File: config.mk
export PLATFORM = sky130hd
export DESIGN_NAME = obb_integrator
export DESIGN_NICKNAME = d
export VERILOG_FILES = /design/src/rtl/obb_integrator.sv
export SDC_FILE = /design/constraint.sdc
export NUM_CORES = 1
export LEC_CHECK = 0
export ABC_AREA = 0
export BUFFER_PORTS_ARGS = -buffer_cell sky130_fd_sc_hd__buf_2
export CAP_MARGIN = 20
export CORE_UTILIZATION = 30
export DETAILED_ROUTE_END_ITERATION = 12
export GPL_TIMING_DRIVEN = 0
export PLACE_DENSITY_LB_ADDON = 0.3
export SKIP_LAST_GASP = 1
export SYNTH_ARGS = -nofsm -noshare
export SYNTH_HDL_FRONTEND = slang
export SYNTH_SLANG_ARGS = --single-unit
File: constraint.sdc
create_clock -name clk -period 2.8 [get_ports clk]
set_input_delay 0.28 -clock clk [delete_from_list [all_inputs] [get_ports clk]]
set_output_delay 0.28 -clock clk [all_outputs]
set_load 0.1 [all_outputs]
File: src/rtl/obb_integrator.sv
// Per-frame physics step for one OBB body: gravity, saturation, damping,
// integration and wall bounce, written back through the register's load port.
module obb_integrator #(
  parameter int GRAVITY    = 16,
  parameter int VEL_MAX    = 2047,
  parameter int DAMP_SHIFT = 0,
  parameter int REST_SHIFT = 2,
  parameter int X_MIN      = 0,
  parameter int X_MAX      = 640,
  parameter int Y_MIN      = 0,
  parameter int Y_MAX      = 470
) (
  input  logic        clk,
  input  logic        reset,
  input  logic        step,
  output logic        busy,
  output logic        done,
  input  logic [19:0] pos_x,
  input  logic [19:0] pos_y,
  input  logic [15:0] vel_x,
  input  logic [15:0] vel_y,
  input  logic [15:0] angle,
  input  logic [15:0] omega,
  input  logic [15:0] inv_mass,
  input  logic [7:0]  width,
  input  logic [7:0]  height,
  input  logic [7:0]  mass,
  input  logic [15:0] inertia,
  input  logic [15:0] inv_inertia,
  output logic [19:0] ld_pos_x,
  output logic [19:0] ld_pos_y,
  output logic [15:0] ld_vel_x,
  output logic [15:0] ld_vel_y,
  output logic [15:0] ld_angle,
  output logic [15:0] ld_omega,
  output logic [15:0] ld_inv_mass,
  output logic [7:0]  ld_width,
  output logic [7:0]  ld_height,
  output logic [7:0]  ld_mass,
  output logic [15:0] ld_inertia,
  output logic [15:0] ld_inv_inertia,
  output logic        load
);

  typedef enum logic [2:0] {
    S_IDLE, S_CAPTURE, S_VEL, S_POS, S_BOUND, S_WRITE
  } state_t;

  localparam logic signed [16:0] VMAX17 = 17'(VEL_MAX);
  localparam logic signed [16:0] VMIN17 = -VMAX17;
  localparam logic signed [16:0] GRAV17 = 17'(GRAVITY);
  localparam logic signed [20:0] X_LO   = 21'(X_MIN * 256);
  localparam logic signed [20:0] X_HI   = 21'(X_MAX * 256);
  localparam logic signed [20:0] Y_LO   = 21'(Y_MIN * 256);
  localparam logic signed [20:0] Y_HI   = 21'(Y_MAX * 256);

  function automatic logic [15:0] sat_vel(input logic signed [16:0] v);
    if (v > VMAX17)      return VMAX17[15:0];
    else if (v < VMIN17) return VMIN17[15:0];
    else                 return v[15:0];
  endfunction

  function automatic logic [15:0] bounce(input logic signed [15:0] v);
    logic signed [16:0] w;
    w = $signed({v[15], v});
    w = -(w - (w >>> REST_SHIFT));
    return w[15:0];
  endfunction

  state_t state_q, state_d;

  // Working registers; positions carry one extra bit so the integrate step
  // can overshoot and still be caught by the wall clamp.
  logic signed [20:0] px_q, px_d, py_q, py_d;
  logic signed [15:0] vx_q, vx_d, vy_q, vy_d;
  logic [15:0] ang_q, ang_d, om_q, om_d;
  logic [15:0] im_q, im_d, inr_q, inr_d, iinr_q, iinr_d;
  logic [7:0]  w_q, w_d, h_q, h_d, m_q, m_d;

  logic [19:0] ld_pos_x_q, ld_pos_x_d, ld_pos_y_q, ld_pos_y_d;
  logic [15:0] ld_vel_x_q, ld_vel_x_d, ld_vel_y_q, ld_vel_y_d;
  logic [15:0] ld_angle_q, ld_angle_d, ld_omega_q, ld_omega_d;
  logic [15:0] ld_inv_mass_q, ld_inv_mass_d, ld_inertia_q, ld_inertia_d;
  logic [15:0] ld_inv_inertia_q, ld_inv_inertia_d;
  logic [7:0]  ld_width_q, ld_width_d, ld_height_q, ld_height_d;
  logic [7:0]  ld_mass_q, ld_mass_d;

  always_comb begin
    state_d = state_q;
    px_d = px_q;  py_d = py_q;  vx_d = vx_q;  vy_d = vy_q;
    ang_d = ang_q;  om_d = om_q;  im_d = im_q;
    inr_d = inr_q;  iinr_d = iinr_q;  w_d = w_q;  h_d = h_q;  m_d = m_q;
    ld_pos_x_d = ld_pos_x_q;  ld_pos_y_d = ld_pos_y_q;
    ld_vel_x_d = ld_vel_x_q;  ld_vel_y_d = ld_vel_y_q;
    ld_angle_d = ld_angle_q;  ld_omega_d = ld_omega_q;
    ld_inv_mass_d = ld_inv_mass_q;  ld_inertia_d = ld_inertia_q;
    ld_inv_inertia_d = ld_inv_inertia_q;
    ld_width_d = ld_width_q;  ld_height_d = ld_height_q;  ld_mass_d = ld_mass_q;

    unique case (state_q)
      S_IDLE: if (step) state_d = S_CAPTURE;
      S_CAPTURE: begin
        px_d = $signed({pos_x[19], pos_x});
        py_d = $signed({pos_y[19], pos_y});
        vx_d = $signed(vel_x);  vy_d = $signed(vel_y);
        ang_d = angle;  om_d = omega;  im_d = inv_mass;
        inr_d = inertia;  iinr_d = inv_inertia;
        w_d = width;  h_d = height;  m_d = mass;
        state_d = S_VEL;
      end
      S_VEL: begin
        if (im_q != 16'd0) begin
          vy_d = $signed(sat_vel($signed({vy_q[15], vy_q}) + GRAV17));
          vx_d = $signed(sat_vel($signed({vx_q[15], vx_q})));
        end
        if (DAMP_SHIFT != 0) om_d = om_q - 16'($signed(om_q) >>> DAMP_SHIFT);
        state_d = S_POS;
      end
      S_POS: begin
        if (im_q != 16'd0) begin
          px_d = px_q + $signed({{5{vx_q[15]}}, vx_q});
          py_d = py_q + $signed({{5{vy_q[15]}}, vy_q});
        end
        ang_d = ang_q + om_q;
        state_d = S_BOUND;
      end
      S_BOUND: begin
        ld_pos_x_d = px_q[19:0];  ld_vel_x_d = vx_q;
        ld_pos_y_d = py_q[19:0];  ld_vel_y_d = vy_q;
        // Static bodies never move, so they are never clamped either.
        if (im_q != 16'd0) begin
          if (px_q < X_LO) begin
            ld_pos_x_d = X_LO[19:0];  ld_vel_x_d = bounce(vx_q);
          end else if (px_q > X_HI) begin
            ld_pos_x_d = X_HI[19:0];  ld_vel_x_d = bounce(vx_q);
          end
          if (py_q < Y_LO) begin
            ld_pos_y_d = Y_LO[19:0];  ld_vel_y_d = bounce(vy_q);
          end else if (py_q > Y_HI) begin
            ld_pos_y_d = Y_HI[19:0];  ld_vel_y_d = bounce(vy_q);
          end
        end
        ld_angle_d = ang_q;  ld_omega_d = om_q;
        ld_inv_mass_d = im_q;  ld_inertia_d = inr_q;  ld_inv_inertia_d = iinr_q;
        ld_width_d = w_q;  ld_height_d = h_q;  ld_mass_d = m_q;
        state_d = S_WRITE;
      end
      S_WRITE: state_d = S_IDLE;
      default: state_d = S_IDLE;
    endcase
  end

  always_ff @(posedge clk) begin
    if (reset) begin
      state_q <= S_IDLE;
      px_q <= '0;  py_q <= '0;  vx_q <= '0;  vy_q <= '0;
      ang_q <= '0;  om_q <= '0;  im_q <= '0;
      inr_q <= '0;  iinr_q <= '0;  w_q <= '0;  h_q <= '0;  m_q <= '0;
      ld_pos_x_q <= '0;  ld_pos_y_q <= '0;  ld_vel_x_q <= '0;  ld_vel_y_q <= '0;
      ld_angle_q <= '0;  ld_omega_q <= '0;  ld_inv_mass_q <= '0;
      ld_inertia_q <= '0;  ld_inv_inertia_q <= '0;
      ld_width_q <= '0;  ld_height_q <= '0;  ld_mass_q <= '0;
    end else begin
      state_q <= state_d;
      px_q <= px_d;  py_q <= py_d;  vx_q <= vx_d;  vy_q <= vy_d;
      ang_q <= ang_d;  om_q <= om_d;  im_q <= im_d;
      inr_q <= inr_d;  iinr_q <= iinr_d;  w_q <= w_d;  h_q <= h_d;  m_q <= m_d;
      ld_pos_x_q <= ld_pos_x_d;  ld_pos_y_q <= ld_pos_y_d;
      ld_vel_x_q <= ld_vel_x_d;  ld_vel_y_q <= ld_vel_y_d;
      ld_angle_q <= ld_angle_d;  ld_omega_q <= ld_omega_d;
      ld_inv_mass_q <= ld_inv_mass_d;  ld_inertia_q <= ld_inertia_d;
      ld_inv_inertia_q <= ld_inv_inertia_d;
      ld_width_q <= ld_width_d;  ld_height_q <= ld_height_d;  ld_mass_q <= ld_mass_d;
    end
  end

  assign busy = (state_q != S_IDLE);
  assign load = (state_q == S_WRITE);
  assign done = load;

  assign ld_pos_x = ld_pos_x_q;
  assign ld_pos_y = ld_pos_y_q;
  assign ld_vel_x = ld_vel_x_q;
  assign ld_vel_y = ld_vel_y_q;
  assign ld_angle = ld_angle_q;
  assign ld_omega = ld_omega_q;
  assign ld_inv_mass = ld_inv_mass_q;
  assign ld_width = ld_width_q;
  assign ld_height = ld_height_q;
  assign ld_mass = ld_mass_q;
  assign ld_inertia = ld_inertia_q;
  assign ld_inv_inertia = ld_inv_inertia_q;

endmodule
==> impl_metrics.ini <==
[run_status]
outcome = finished clean

[flow_run]
maxCapViolCount = 0

[cells_and_area]
fin_cells = 3644
multi_input_area_um2 = 10200
regArea_um2 = 7190
nets = 3108
area_delta_synth_final_pct = 33.6
drive_gt1_frac = 0.211
fill_cells = 6044

[global_route]
antenna_found_initial = 13
grt.total_usage = 0.229
grt_pass1_wl_um = 106000
first_global_vias = 17600
grt-ovfl-total = 0
grt_max_degree = 14

[hold_path]
holdPathEnd = px_q[10]
min_path_type = primary input to flip-flop
holdCritStartpoint = pos_x[10]
holdPathStages = 3

[route]
route.detailed.drc = 0
totalWireLength_um = 71800
first_pass_iters = 5
vias = 18900
ant_nets = 0
routedWlPerCell_um = 19.7
drtIter0Drc = 1283
viasPerCell = 5.18

[synth]
syn-cell-area_um2 = 17900
ys.flop_type = dfxtp_1
synthArstFlopShare = 0
synth_edf_count = 0
seq_area_frac_synth = 0.400
syn_inst = 2301
syn_area_per_cell_um2 = 7.76
ys_warn_count = 0
syn-num-nets = 2576
synth.distinct_cells = 82
ys_ff_latch = 357

[clock_tree]
insertion_delay_ps = 580
cts_tree = built
clk_pin_slew_ps = 60
cts_buffers = 43
ctsHtreeMaxLevel = 2
clock-sinks = 357
cts_root_buffer = clkbuf_16
cts_max_path_buffers = 3

[timing]
fin_skew_ps = 22.1
grt_setup_unrepaired = yes
fmax_mhz = 363
report.final.setup_viol = 0
finalHoldViolCount = 0
period_share = 0.985
drv_slew = 0
max_slew_margin = 0.284
fin_setup_tns_ps = 0
fin_ws_ps = 41.9
layout_min_cycle_time_ps = 2760
worst_pin_slew_ps = 1070

[placement]
portBuffers = 356
routabilityCongestion = 0.931
post-place-ws_ps = -862
dp.cells = 3432
hpwl_um = 53300

[setup_path]
rr_startpoint = py_q[20]
r2r_slack_ps = 40
crit_type = flip-flop to flip-flop
path_cells = buf_6, or4_1, or4_4, nor4_4, nor4_4, a21o_1, buf_6, a211oi_1, a21oi_1, nor3_2
r2r-end = ld_vel_y[15]
cp_max_fo = 9
cp-end-kind = flip-flop
cp_slowest_cell = or4_1
reg2reg_depth = 10
cpPeakStageDelay_ps = 570
cp_num_buf_inv = 2
cp.arrival_ps = 3250
path_delay_family = simple AND/OR/NAND/NOR gates
start_kind = flip-flop
critPathRequiredTime_ps = 3300

[pwr]
pwr_density_cell_nw_per_um2 = 685
total_power_mw = 16.3
p_leak_nw = 9.77
max-vdd-ir-drop_mv = 0.477

[floorplan]
core_area_um2 = 58900
rows = 89
die_area_um2 = 60500
die_height_um = 246
dieWidth_um = 246
ioPinCount = 358
start_util = 0.303
-- per-layer routing --
metal,vias up,wire length (um),track usage,share of wire
li1,9128,-,-,-
met4,14,2170,0.0678,0.030
met5,-,84,0,0.0012
met3,125,6250,0.0619,0.087
met2,687,32700,0.369,0.46
met1,8935,30600,0.296,0.43
-- synth_stat cells (9+ instances only) --
library cell	n	area, um^2
a211oi_1	35	263
a21o_1	30	225
a21oi_1	354	1770
a22oi_1	16	120
a311oi_1	17	149
a31oi_1	9	56.3
and3_1	14	87.6
buf_1	16	60.1
clkbuf_1	127	477
dfxtp_1	357	7150
ha_1	91	1140
inv_1	65	244
mux2i_1	17	170
nand2_1	549	2060
nand2b_1	9	56.3
nand3_1	49	245
nand4_1	13	81.3
nor2_1	115	432
nor2b_1	19	119
nor3_1	48	240
nor4_1	15	93.8
o211ai_1	22	165
o21a_1	11	82.6
o21ai_0	81	405
o21ai_1	10	50.1
o221ai_1	9	78.8
or3_1	10	62.6
xnor2_1	52	455
xor2_1	12	105
-- cell usage in the layout (no fill, tap or decap), types with 21 or more instances in the layout --
| cell type | instances |
|---|---|
| o211ai_1 | 22 |
| buf_2 | 362 |
| buf_4 | 25 |
| ha_1 | 85 |
| nand2_1 | 549 |
| o21ai_0 | 70 |
| dlygate4sd3_1 | 109 |
| clkbuf_16 | 43 |
| a211oi_1 | 33 |
| xnor2_1 | 49 |
| a21o_1 | 30 |
| nor2_1 | 113 |
| inv_1 | 61 |
| clkbuf_2 | 21 |
| clkbuf_1 | 106 |
| a21oi_1 | 343 |
| dfxtp_1 | 335 |
| nand3_1 | 49 |
| nor3_1 | 47 |
-- how the worst max path moves through the flow --
stage / from / endpoint / slack, ps / cells after the start
after floorplan: vx_q[0] / px_q[16] / 100 / 12
after global placement: state_q[2] / vx_q[6] / -840 / 10
after detailed placement: state_q[2] / vx_q[6] / -860 / 10
after CTS: im_q[3] / px_q[19] / 4 / 8
after global routing: vy_q[4] / vy_q[0] / -20 / 12
final: py_q[20] / ld_vel_y[15] / 40 / 10
-- power by group --
part | switching, mW | internal (mW) | total, mW
Clock | 2.44 | 3.57 | 6.01
Combinational | 2.79 | 1.73 | 4.53
Sequential | 0.410 | 5.39 | 5.80
Total | 5.64 | 10.7 | 16.3
-- area by class of cell --
class,count,share of cell area
antenna,6,0.000629
buffer,153,0.0278
clock buffer,56,0.0513
clock inverter,21,0.0123
inverter,65,0.0102
multi-input combinational,1724,0.427
sequential,357,0.302
tap,773,0.0405
timing repair buffer,489,0.128
-- cells by family after synthesis --
family,share of synthesized area
xor+xnor,0.0314
buf+inv,0.0484
compound gates,0.226
simple gates,0.214
fa+ha+maj,0.0694
mux,0.0102
flops,0.400
-- registers in the layout, indices dropped and copies added (netlist names), 16 cells and up --
signal	cells
ang_q	16
iinr_q	16
im_q	16
inr_q	16
ld_angle	16
ld_inertia	16
ld_inv_inertia	16
ld_inv_mass	16
ld_omega	16
ld_pos_x	20
ld_pos_y	20
ld_vel_x	16
ld_vel_y	16
om_q	16
px_q	21
py_q	21
vx_q	16
vy_q	16
-- worst reg2reg max path, stage by stage (launching register included) --
cell and delay, ps:
dfxtp_1 310, buf_6 140, or4_1 570, or4_4 450, nor4_4 190, nor4_4 130
a21o_1 180, buf_6 140, a211oi_1 340, a21oi_1 90, nor3_2 140
-- repair_timing --
| item | 4_1_cts | 5_1_grt |
|---|---|---|
| endpoints found under the hold margin | 109 | 0 |
| hold buffers | 109 | 0 |
| setup buffers | 11 | 11 |
| pin swaps | 8 | 31 |
| resized for setup | 58 | 103 |
| endpoints found under the setup margin | 229 | 187 |
-- stage by stage --
step	hold WS, ps	area, um^2	util
finish	20.9	23900	0.405
global route	25.3	23800	0.405
CTS	6.01	23500	0.399
detailed placement	443	20600	0.350
global placement	439	20600	0.350
floorplan	416	17900	-
No activity file was read; power rests on OpenSTA's default activity.
